$ cat config.mk
export PLATFORM = sky130hd
export DESIGN_NAME = half_adder_seq
export DESIGN_NICKNAME = d
export VERILOG_FILES = /design/src/rtl/half_adder_seq.sv
export SDC_FILE = /design/constraint.sdc
export NUM_CORES = 1
export LEC_CHECK = 0
export ABC_AREA = 1
export CORE_MARGIN = 3
export CORE_UTILIZATION = 45
export CTS_CLUSTER_SIZE = 40
export DETAILED_ROUTE_END_ITERATION = 7
export PLACE_DENSITY = 0.71
export SLEW_MARGIN = 20
export SYNTH_ARGS = -nofsm -noshare
export SYNTH_HDL_FRONTEND = slang
export SYNTH_SLANG_ARGS = --single-unit
$ cat constraint.sdc
create_clock -name clk -period 3.5 [get_ports clk]
set_input_delay 0.875 -clock clk [delete_from_list [all_inputs] [get_ports clk]]
set_output_delay 0.875 -clock clk [all_outputs]
set_load 0.1 [all_outputs]
$ cat src/rtl/half_adder_seq.sv
// Sequential adder: sums two W-bit operands by repeated bitwise half-add steps
// (x^y, carries shifted left) until no carries remain, with valid/ready handshakes.
module half_adder_seq #(
    parameter int W      = 4,
    parameter int ITER_W = 3
) (
    input  logic              clk,
    input  logic              rst,
    input  logic              in_valid,
    output logic              in_ready,
    input  logic [W-1:0]      a,
    input  logic [W-1:0]      b,
    output logic              out_valid,
    input  logic              out_ready,
    output logic [W:0]        sum,
    output logic [ITER_W-1:0] iter
);

    typedef enum logic [1:0] {
        IDLE,
        RUN,
        DONE
    } state_t;

    state_t              state_q;
    logic [W:0]          x_q;
    logic [W:0]          y_q;
    logic [W:0]          x_d;
    logic [W:0]          y_d;
    logic [ITER_W-1:0]   cnt_q;
    logic [W:0]          sum_q;
    logic [ITER_W-1:0]   iter_q;
    logic                out_valid_q;

    // One half-add step; the carry leaving the MSB of the working width is dropped.
    assign x_d = x_q ^ y_q;
    assign y_d = {x_q[W-1:0] & y_q[W-1:0], 1'b0};

    // in_ready must already be low in a cycle where reset is asserted.
    assign in_ready  = (state_q == IDLE) && !rst;
    assign out_valid = out_valid_q;
    assign sum       = sum_q;
    assign iter      = iter_q;

    always_ff @(posedge clk) begin
        if (rst) begin
            state_q     <= IDLE;
            x_q         <= '0;
            y_q         <= '0;
            cnt_q       <= '0;
            sum_q       <= '0;
            iter_q      <= '0;
            out_valid_q <= 1'b0;
        end else begin
            case (state_q)
                IDLE: begin
                    if (in_valid) begin
                        x_q     <= {1'b0, a};
                        y_q     <= {1'b0, b};
                        cnt_q   <= '0;
                        state_q <= RUN;
                    end
                end
                RUN: begin
                    if (y_q != '0) begin
                        x_q   <= x_d;
                        y_q   <= y_d;
                        cnt_q <= cnt_q + ITER_W'(1);
                    end else begin
                        sum_q       <= x_q;
                        iter_q      <= cnt_q;
                        out_valid_q <= 1'b1;
                        state_q     <= DONE;
                    end
                end
                DONE: begin
                    // Result registers are left untouched so they stay readable after the handshake.
                    if (out_ready) begin
                        out_valid_q <= 1'b0;
                        state_q     <= IDLE;
                    end
                end
                default: begin
                    out_valid_q <= 1'b0;
                    state_q     <= IDLE;
                end
            endcase
        end
    end

endmodule

==> impl.org, run 1 <==
** Logic synthesis
- The synthesized netlist devotes between 30% and 40% of its cell area to simple gates.
- After synthesis, the largest family of logic cells by area is simple AND/OR/NAND/NOR gates.
- During synthesis, Yosys emitted a total of 0 warnings.
- Register area share after synthesis :: 41.5%
- Multiplexer cells account for 0% of the synthesized area.
- Counting flops and latches in the post-synthesis netlist gives 24.
- Share of synthesized cell area in full adder, half adder and majority cells :: 5.41%
- In the synthesized netlist, the number of instances is 163.
- The number of nets in the synthesized netlist is 180.
- Xor and xnor area share after synthesis :: 0%
- Each instance of the synthesized netlist takes up on average 7.10 sq um.
- The synthesized netlist occupies a cell area of ~1200 sq um.
- Summing the areas of all compound-gate instances in the mapped netlist gives 10.2% of the synthesized area.
- Number of different library cells in the post-synthesis netlist :: 21

** Global routing
- After global routing the overflow that remains totals 0.
- Global routing consumed, over all layers together, 15.1% of the routing resources.
- Antenna violations before repair :: 0
- Via count of the first global-routing pass :: 939
- Pin count of the biggest net entering global routing :: 21
- Global-route wire length before repair :: 3910 um

** Timing
- Setup repair after global routing left no endpoint under its margin.
- Period Utilization, post-route :: 77.9%
- After routing, the total negative slack on setup checks comes to 0 ps.
- Number of max-slew violations in the final report :: 0
- Max Clock Skew :: 9.32 ps
- For the pin with the worst max-slew slack, the measured transition is 624 ps.
- In this run the tightest slew margin relative to its limit is between 50 and 60%.
- Counting I/O delays and the setup requirement, the final critical path takes about 2700 ps.
- Finish-stage setup viols :: 0
- Worst-case hold slack :: 495 ps
- Count of endpoints failing hold in the final timing report :: 0
- Static timing analysis puts the maximum clock frequency at 367 MHz.

** Power and ir drop
- Max rail drop VDD :: 0.000343 V
- Summed over all cells, the static leakage comes to around 0.00065 uW.
- Dividing total power by cell area gives a power density of 561 nW/um^2.

** Placed design
- The congestion estimate from routability-driven global placement came to 0.755.
- IO Port Bufs :: 21
- Detailed placement HPWL :: 1640 um

** Clock network
- The clock passes through at most 2 buffers.
- In this run the number of H-tree levels came out at 1.
- TritonCTS built the clock tree.
- Clock-pin transition on the worst setup and hold timing paths :: 130 ps
- Clock insertion delay at the later pin of the skew report :: around 320 ps
- Gates resized, CTS repair :: 0
- For this design, the CTS-stage hold fixing added 0 buffers.
- Library cell used as clock root buffer :: sky130_fd_sc_hd__clkbuf_4
- Number of clock sinks :: 24
- TritonCTS Buffers :: 3
- Buffers added to address setup during post-CTS repair amount to 0.

** Floorplanning
- The die is 56.7 um tall.
- Standard cell core area :: 2320 sq um
- Row count :: 17
- The die covers 3220 sq um.
- Horizontal die dimension :: between 50 and 60 um
- Number of placed I/O pins :: 22
- Initial Util :: approximately half

** Route
- DR WL/cell :: 10.9 um
- Summed over all layers, the routed wires come to 2280 um.
- After detailed routing, the number of remaining DRC violations is 0.
- For this block, the initial DRC count from the detailed router was 16.
- Vias/cell :: 5.02
- The first detailed-routing pass ran for 4 iterations.
- Once detail routing completed, the nets flagged for antenna violations numbered 0.
- Overall via count from detail_route :: 1055

** Setup path
- Along the worst path, the maximum fanout reaches 7.
- Among all stages on the critical path, the largest delay is contributed by sky130_fd_sc_hd__clkdlybuf4s50_1.
- Sort of element at the start of the critical path :: input pin
- STA puts the critical path data arrival time at 1850 ps.
- STA classifies the critical path endpoint as an output port.
- Max incr delay on CP :: 540 ps
- For the worst setup path, the data required time is around 2600 ps.
- Walking the worst path, the cells encountered are clkdlybuf4s50_1, nor3_2, buf_12.
- Worst Path Class, Setup :: in2out

** Finish
- The number of antenna diodes in the final layout is 0.
- Register cell area after layout :: 480 sq um
- The area growth from synthesis to layout is 20.2%.
- The post-route netlist has 11.5% of its cells at a drive strength greater than 1.
- Summing all multi-input logic gate instances after layout gives 608 sq um.
- The filler cells instantiated in the layout total 226.
- Post-layout net count :: 200

** Flow run
- Count of max-cap constraint violations :: 0

** Outcome
- The flow ran to the end, and the final reports show no timing, DRC or antenna violations.

** Min path
- In this run the worst hold path is classified as reg2reg.
==> cells by family after synthesis <==
logic type,count (synthesis)
fa+ha+maj,5
buf+inv,15
compound gates,23
simple gates,96
flops,24
==> critical path: cells and delay by family <==
kind | cells | cell delay (ps)
AND/OR/NAND/NOR | 1 | 230
buffers and inverters | 2 | 750
==> cells in the mapped netlist <==
cell type	count	share of area, %
sky130_fd_sc_hd__clkbuf_1	1	0.32
sky130_fd_sc_hd__buf_4	2	1.3
sky130_fd_sc_hd__o21ai_1	8	3.5
sky130_fd_sc_hd__nor2_4	1	0.97
sky130_fd_sc_hd__inv_1	6	1.9
sky130_fd_sc_hd__buf_6	1	0.97
sky130_fd_sc_hd__ha_1	5	5.4
sky130_fd_sc_hd__o21ai_0	1	0.43
sky130_fd_sc_hd__nand4_2	1	1.1
sky130_fd_sc_hd__nand4_1	2	1.1
sky130_fd_sc_hd__dfxtp_1	24	42
sky130_fd_sc_hd__nor2_1	34	11
sky130_fd_sc_hd__buf_2	2	0.86
sky130_fd_sc_hd__nand2_1	41	13
sky130_fd_sc_hd__o211ai_1	1	0.65
sky130_fd_sc_hd__nand3_1	8	3.5
sky130_fd_sc_hd__inv_2	3	0.97
sky130_fd_sc_hd__nor3_1	2	0.86
sky130_fd_sc_hd__nand3b_1	6	3.9
sky130_fd_sc_hd__nand3_2	1	0.86
sky130_fd_sc_hd__a21oi_1	13	5.6
==> flip-flops by register name, summed over array words and instances (netlist names) <==
signal and count:
cnt_q 3, iter 3, out_valid 1, state_q 2
sum 5, x_q 5, y_q 5
==> metal layers <==
metal	up-vias	GRT usage, %	part of all wire [%]
met4	0	6.10	1.8
li1	569	-	-
met5	-	0	0
met1	461	18.4	48
met3	5	2.30	4.1
met2	20	26.1	46
==> layout make-up <==
| cell class | count | share of cell area, % |
|---|---|---|
| multi-input combinational | 124 | 43.7 |
| sequential | 24 | 34.5 |
| timing repair buffer | 21 | 14.2 |
| clock buffer | 4 | 2.61 |
| tap | 28 | 2.52 |
| inverter | 9 | 2.43 |
==> cells in the final DEF, fill, tap and decap left out, drive strengths merged, types with 5 or more instances in the layout <==
cell type	count
a21oi	13
buf	10
clkdlybuf4s50	11
dfxtp	24
ha	5
inv	9
nand2	41
nand3	9
nand3b	6
nor2	35
o21ai	9
==> worst paths after layout <==
| kind | startpoint | end | slack, ps | depth (start not counted) |
|---|---|---|---|---|
| hold / removal | out_valid | out_valid | 500 | 2 |
| hold reg to reg | out_valid | out_valid | 500 | 2 |
| setup reg to reg | state_q[0] | x_q[1] | 1800 | 6 |
| setup / recovery | rst | in_ready | 770 | 3 |
==> through the flow <==
step	setup WS (ps)	instance area [sq um]	instances	util (%)	power [uW]
after floorplan	589	1160	163	-	581
after global placement	777	1360	206	58.4	637
after detailed placement	765	1360	206	58.4	644
after CTS	773	1390	210	60.0	789
after global routing	724	1390	210	60.0	832
final	773	1390	210	60.0	781
==> power breakdown <==
group / total (uW) / switching [uW] / internal (uW)
clock: 146 / 82.1 / 63.6
sequential: 334 / 25.5 / 309
combinational: 301 / 212 / 89.5
total: 781 / 319 / 462
Note: power is estimated with default switching activity, not from simulation.
==> run 2, diff against run 1 <==
- PLACE_DENSITY: 0.71 -> 0.73
- clock period: 3.5 -> 2.5 ns (I/O delays scaled with it)
==> run 2 against run 1 <==
  * Design area increased by 0.54%
  * Via count up 2.4%
  * First-iteration DRC count rose by 19%
  * Sequential power is 40% higher
  * Flip-flop and latch count is the same
  * Total power up 41%
  * Combinational power up 41%
  * Sequential share of layout area shrank 0.19 points
  * Wire length grew 2.7%
  * Critical endpoint unchanged
  * Highest routed layer unchanged
==> impl.org, run 2 (synthesis results as in run 1) <==
** Power and ir drop
- The static leakage power is 0.000653 uW (was 0.000648 uW).
- The post-layout total power was 1100 uW (was 781 uW).
- The power density of the placed cells is 785 nW/um^2 (was 561 nW/um^2).
- The worst ir drop on vdd was 0.000466 V (was 0.000343 V).

** Timing
- Slew at the pin with the worst max-slew slack :: 615 ps (was 624 ps)
- Number of max-slew violations in the final report :: 0 (unchanged)
- The worst slew slack as a fraction of its limit came to 58.9% (was 58.3%).
- The routed design could run at a clock period as short as 2100 ps.
- The number of endpoints with negative hold slack in the final report is 0 (unchanged).
- Period Utilization, post-route :: between 80% and 90%
- The clock tree skew after final layout is 2.04 ps (was 9.32 ps).
- Highest achievable clock rate :: 475 MHz
- Setup repair after global routing missed its margin: no (unchanged).
- Finish-stage setup viols :: 0 (unchanged)
- Final TNS setup :: 0 ps (unchanged)

** Placed design
- Placed cell count :: 207 (was 206)
- GP Congestion :: 0.780 (was 0.755)
- The total of buffers placed on input and output ports was 21 (unchanged).
- Detailed placement HPWL :: 1680 um (was 1640 um)

** Route
- The via count was 1080 (was 1055).
- Vias/cell :: 5.12 (was 5.02)
- DRT antenna net count :: 0 (unchanged)
- The post-detailed-routing wire length came to 2340 um (was 2280 um).
- DR WL/cell :: 11.1 um (was 10.9 um)
- 1st-pass router iterations :: 4 (unchanged)
- DRC marker count from the first detailed-route iteration :: 19 (was 16)
- The residual DRC count came to 0 (unchanged).

** Global routing
- The number of global-route vias before repair is 955 (was 939).
- The total global routing track utilization is 15.7% (was 15.1%).
- The pin count of the biggest net entering global routing came to 21 (unchanged).
- The global-route met3 utilization was 3.22% (was 2.30%).
- Most congested layer reported by global routing :: met2 (unchanged)
- The wire length of the first global-routing pass is 4090 um (was 3910 um).
- The remaining global-route overflow came to 0 (unchanged).
- The initial antenna violation count was 0 (unchanged).
- The global-route track usage on met1 came to 20.3% (was 18.4%).
- The global-route track usage on met2 was 26.4% (was 26.1%).

** Floorplanning
- The core area is 2320 sq um (unchanged).
- Initial Util :: 49.9% (unchanged)
- Full die area :: 3220 sq um (unchanged)
- Row count :: 17 (unchanged)
- Vertical die dimension :: 56.7 um (unchanged)
- The count of boundary I/O pins is 22 (unchanged).
- The horizontal die dimension is 56.7 um (unchanged).

** Clock network
- The clock latency reported for the late side of the worst-skew pair is 310 ps (was 320 ps).
- The clock buffer count from CTS was 3 (unchanged).
- The number of gates given a new drive strength after cts is 0 (unchanged).
- Post-CTS setup-driven buffer insertion count :: 0 (unchanged)
- The library cell used as clock root buffer was sky130_fd_sc_hd__clkbuf_4 (unchanged).
- Number of clock sinks :: 24 (unchanged)
- The clock transition at the registers of the reported paths came to 130 ps (about the same).
- TritonCTS clock tree :: yes (unchanged)
- Number of levels in the clock H-tree :: 1 (unchanged)
- The cts-stage hold buffer count was 0 (unchanged).
- Max Root-Sink Buffers :: 2 (unchanged)

** Setup path
- The start point of the critical path was rst (unchanged).
- Sort of element at the start of the critical path :: input pin (unchanged)
- The arrival time of data at the critical path endpoint was 1480 ps (was 1850 ps).
- The end of the critical path is in_ready (unchanged).
- Max FO, Critical Path :: 2 (was 7)
- The required time reported for the critical path endpoint was 1880 ps (was 2620 ps).
- Startpoint of the lowest-slack register-to-register path :: state_q[0] (unchanged)
- The category of the critical setup timing path is in2out (unchanged).
- Type of element capturing the critical path :: output port (unchanged)
- R2r endpoint :: x_q[1] (unchanged)
- R2r setup slk :: 800 ps (was 1800 ps)
- Worst Reg-to-Reg Cells :: 6 (unchanged)

** Finish
- The leading cell type in the layout, fill and taps excluded was sky130_fd_sc_hd__nand2_1 (unchanged).
- The ratio of cells with drive above 1 in the final layout came to 12.0% (was 11.5%).
- Final instance count without filler cells :: 211 (was 210)
- Total inserted antenna cells :: 0 (unchanged)
- The synthesis-to-finish area growth was 20.9% (was 20.2%).
- Post-layout net count :: 201 (was 200)
- Most used cells in the layout excluding fill and tap cells: sky130_fd_sc_hd__nand2_1 (41), sky130_fd_sc_hd__nor2_1 (34), sky130_fd_sc_hd__dfxtp_1 (24) (unchanged).

** Outcome
- Outcome :: completed (unchanged)

** Flow run
- Count of max-cap constraint violations :: 0 (unchanged)

** Min path
- Path class of the lowest-slack min-delay path :: reg2reg (unchanged)
- Hold Path Origin :: out_valid (unchanged)
-- run 2: changes by cell type in the layout (fill, tap and decap cells not counted) --
cell,before,now
sky130_fd_sc_hd__buf_4,9,10
-- run 2: routing by layer --
layer	share of wire [%]	wire length [um]
met1	49	1160
met2	44	1030
met3	6.1	142
met4	0.73	17
met5	0	0
-- run 2: critical path, stage by stage --
cell,delay (ps)
sky130_fd_sc_hd__clkdlybuf4s50_1,450
sky130_fd_sc_hd__nor3_2,190
sky130_fd_sc_hd__buf_12,210
-- run 2: through the flow --
| step | area [sq um] | util (%) | setup WS, ps | hold WS, ps |
|---|---|---|---|---|
| detailed placement | 1360 | 58.8 | 389 | 469 |
| floorplan | 1160 | - | 89.2 | 467 |
| CTS | 1400 | 60.3 | 389 | 499 |
| finish | 1400 | 60.3 | 395 | 493 |
| global route | 1400 | 60.3 | 349 | 518 |
| global placement | 1360 | 58.8 | 388 | 457 |
-- run 2: area by class of cell --
cell class / instances / area (sq um)
Sequential cell: 24 / 480
Tap cell: 28 / 35.0
Timing Repair Buffer: 22 / 205
Inverter: 9 / 33.8
Multi-Input combinational cell: 124 / 608
Clock buffer: 4 / 36.3
Fill cell: 216 / 920
-- run 2: how the worst min path moves through the flow --
stage,to,slack (ps),depth (start not counted)
floorplan,y_q[0],470,2
global placement,out_valid,460,2
detailed placement,out_valid,470,2
CTS,sum[2],500,2
global route,sum[2],520,2
finish,out_valid,490,2
-- run 2: where the power goes --
group	switching [uW]	internal [uW]
logic	298	126
clock network	116	88.9
registers	36.5	432
total	451	647
==> run 3, diff against run 2 <==
- clock period: 2.5 -> 1.75 ns (I/O delays scaled with it)
==> run 3 against run 2 <==
  * Die area unchanged
  * Critical path type is now reg2out
  * Utilization is 8.6 points higher
  * Flip-flop and latch count unchanged
  * Sequential power increased by 46%
  * Total power rose by 65%
  * First-iteration DRC count shrank 47%
  * Global-route usage up 0.25 points
  * Non-clock buffer count rose by 4
  * Cell count up 1.9%
  * Worst setup slack lost 220 ps
  * Count of clock-buffer cells in the layout fell by 1
  * Via count up 5.3%
==> impl.org, run 3 (synthesis results as in run 1) <==
** Outcome
- Outcome :: completed (unchanged)

** Route
- Vias/cell :: 5.29 (was 5.12)
- DRC marker count from the first detailed-route iteration :: 10 (was 19)
- The via count is 1137 (was 1080).
- DRT antenna net count :: 0 (unchanged)
- 1st-pass router iterations :: 5 (was 4)
- The post-detailed-routing wire length was 2530 um (was 2340 um).
- The per-cell routed wire length was 11.8 um (was 11.1 um).
- The residual DRC count is 0 (unchanged).

** Placed design
- The HPWL after detailed placement was 1800 um (was 1680 um).
- The weighted congestion reported at the end of routability-driven placement is 0.796 (was 0.780).
- IO Port Bufs :: 21 (unchanged)
- The number of placed cells counting well taps came to 211 (was 207).

** Global routing
- The total global routing track utilization came to 16.0% (was 15.7%).
- The wire length of the first global-routing pass came to 4120 um (was 4090 um).
- The pin count of the biggest net entering global routing came to 21 (unchanged).
- The number of global-route vias before repair came to 998 (was 955).
- The remaining global-route overflow was 0 (unchanged).
- The initial antenna violation count is 0 (unchanged).

** Power and ir drop
- The logic gate share of total power was 39.8% (was 38.7%).
- Pleak :: 0.000717 uW (was 0.000653 uW)
- The share of power burned in the clock network was 22.4% (was 18.7%).
- The power density of the placed cells was 1130 nW/um^2 (was 785 nW/um^2).
- Psw :: 688 uW (was 451 uW)
- Total power draw :: 1810 uW (was 1100 uW)
- The switching power as a share of total power was 38.1% (was 41.1%).
- The portion of total power attributed to sequential cells came to 37.8% (was 42.7%).
- The internal power was 1120 uW (was 647 uW).
- Max rail drop VDD :: 0.000713 V (was 0.000466 V)

** Setup path
- Type of element capturing the critical path :: output port (unchanged)
- Sort of element at the start of the critical path :: register (was input pin)
- The category of the critical setup timing path is reg2out (was in2out).
- The length in cells of the worst reg-to-reg path came to 6 (unchanged).
- WP data arrival :: 1140 ps (was 1480 ps)
- R2r endpoint :: x_q[3] (was x_q[1])
- The end of the critical path is in_ready (unchanged).
- The required time reported for the critical path endpoint was 1310 ps (was 1880 ps).
- Critical Path Start :: state_q[1] (was rst)
- R2r setup slk :: 240 ps (was 800 ps)
- Startpoint of the lowest-slack register-to-register path :: state_q[0] (unchanged)
- Max FO, Critical Path :: 3 (was 2)

** Floorplanning
- The die outline area is 3220 sq um (unchanged).
- The count of boundary I/O pins came to 22 (unchanged).
- Standard cell core area :: 2320 sq um (unchanged)
- The initial cell density of the core was 49.9% (unchanged).
- The die extent in y is 56.7 um (unchanged).
- Horizontal die dimension :: 56.7 um (unchanged)
- The row count is 17 (unchanged).

** Finish
- The number of non-filler instances in the completed layout was 215 (was 211).
- The leading cell type in the layout, fill and taps excluded is sky130_fd_sc_hd__nand2_1 (unchanged).
- Most used cells in the layout excluding fill and tap cells :: sky130_fd_sc_hd__nand2_1 (40), sky130_fd_sc_hd__nor2_1 (34), sky130_fd_sc_hd__dfxtp_1 (24) (was sky130_fd_sc_hd__nand2_1 (41), sky130_fd_sc_hd__nor2_1 (34), sky130_fd_sc_hd__dfxtp_1 (24))
- Layout cells sized above 1 :: 14.4% (was 12.0%)
- The synthesis-to-finish area growth was 38.2% (was 20.9%).
- The number of filler instances in the final layout was 204 (was 216).
- Final core utilization :: 69.0% (was 60.3%)
- Post-layout net count :: 205 (was 201)
- Total inserted antenna cells :: 0 (unchanged)

** Timing
- Max-Slew Margin vs Limit :: 76.4% (was 58.9%)
- Finish-stage setup viols :: 0 (unchanged)
- The routed design could run at a clock period as short as 1580 ps.
- Setup repair after global routing missed its margin: no (unchanged).
- Number of max-slew violations in the final report :: 0 (unchanged)
- Worst-case hold slack :: 515 ps (was 493 ps)
- For this run, the top clock speed supported by timing is 634 MHz.
- Slew at the pin with the worst max-slew slack :: 353 ps (was 615 ps)
- Count of endpoints failing hold in the final timing report :: 0 (unchanged)
- After layout, the worst path uses 90.2% of the clock period.
- The setup TNS is 0 ps (unchanged).
- The clock tree skew after final layout came to 7.18 ps (was 2.04 ps).

** Clock network
- Clock-pin transition on the worst setup and hold timing paths :: 130 ps (about the same)
- The count of clock tree sinks came to 24 (unchanged).
- The number of buffers inserted by post-CTS setup repair was 0 (unchanged).
- TritonCTS Buffers :: 3 (unchanged)
- Number of levels in the clock H-tree :: 1 (unchanged)
- Max Root-Sink Buffers :: 2 (unchanged)
- The clock latency reported for the late side of the worst-skew pair was 320 ps (was 310 ps).
- TritonCTS clock tree :: yes (unchanged)
- Library cell used as clock root buffer :: sky130_fd_sc_hd__clkbuf_4 (unchanged)

** Flow run
- Count of max-cap constraint violations :: 0 (unchanged)

** Min path
- The worst min-delay path class was reg2reg (unchanged).
- The depth of the worst hold-timing path was 2 (unchanged).
==> run 3: repair_timing <==
item	4_1_cts	5_1_grt
hold buffers	0	0
gates resized for setup	1	2
setup endpoints to repair	1	8
==> run 3: critical path: stages, from the launching register on <==
cell	delay [ps]
sky130_fd_sc_hd__dfxtp_1	390
sky130_fd_sc_hd__nor3_4	230
sky130_fd_sc_hd__buf_12	200
==> run 3: how the worst min path moves through the flow <==
stage	startpoint	to	slack, ps
final	cnt_q[1]	cnt_q[1]	520
after global routing	cnt_q[1]	cnt_q[1]	550
after CTS	rst	state_q[1]	520
after detailed placement	cnt_q[1]	cnt_q[1]	510
after global placement	cnt_q[1]	cnt_q[1]	490
after floorplan	y_q[0]	y_q[0]	470
==> run 3: layout make-up <==
type	count	area, sq um	share of cell area (%)
Multi-Input combinational cell	124	626	39.1
Inverter	9	33.8	2.11
Clock buffer	3	22.5	1.41
Tap cell	28	35.0	2.19
Clock inverter	1	30.0	1.88
Sequential cell	24	480	30.0
Timing Repair Buffer	26	372	23.2
==> run 3: power by group through the flow <==
stage | Combinational (uW) | Clock [uW] | Sequential (uW)
global route | 777 | 431 | 694
global placement | 689 | 0 | 693
floorplan | 310 | 0 | 856
CTS | 708 | 419 | 684
finish | 719 | 405 | 683
detailed placement | 707 | 0 | 696
==> run 3: routing by layer <==
| layer | track usage, % | part of all wire (%) | up-vias |
|---|---|---|---|
| li1 | - | - | 579 |
| met1 | 19.1 | 42 | 512 |
| met2 | 27.9 | 49 | 39 |
| met3 | 2.30 | 6.9 | 7 |
| met4 | 7.12 | 2.2 | 0 |
| met5 | 0 | 0 | - |
==> run 3: metrics by stage <==
| step | worst slack [ps] | cell area, sq um |
|---|---|---|
| detailed placement | -19.9 | 1540 |
| CTS | 97.4 | 1590 |
| floorplan | 140 | 1170 |
| global placement | -14.5 | 1540 |
| global route | 77.1 | 1600 |
| finish | 171 | 1600 |
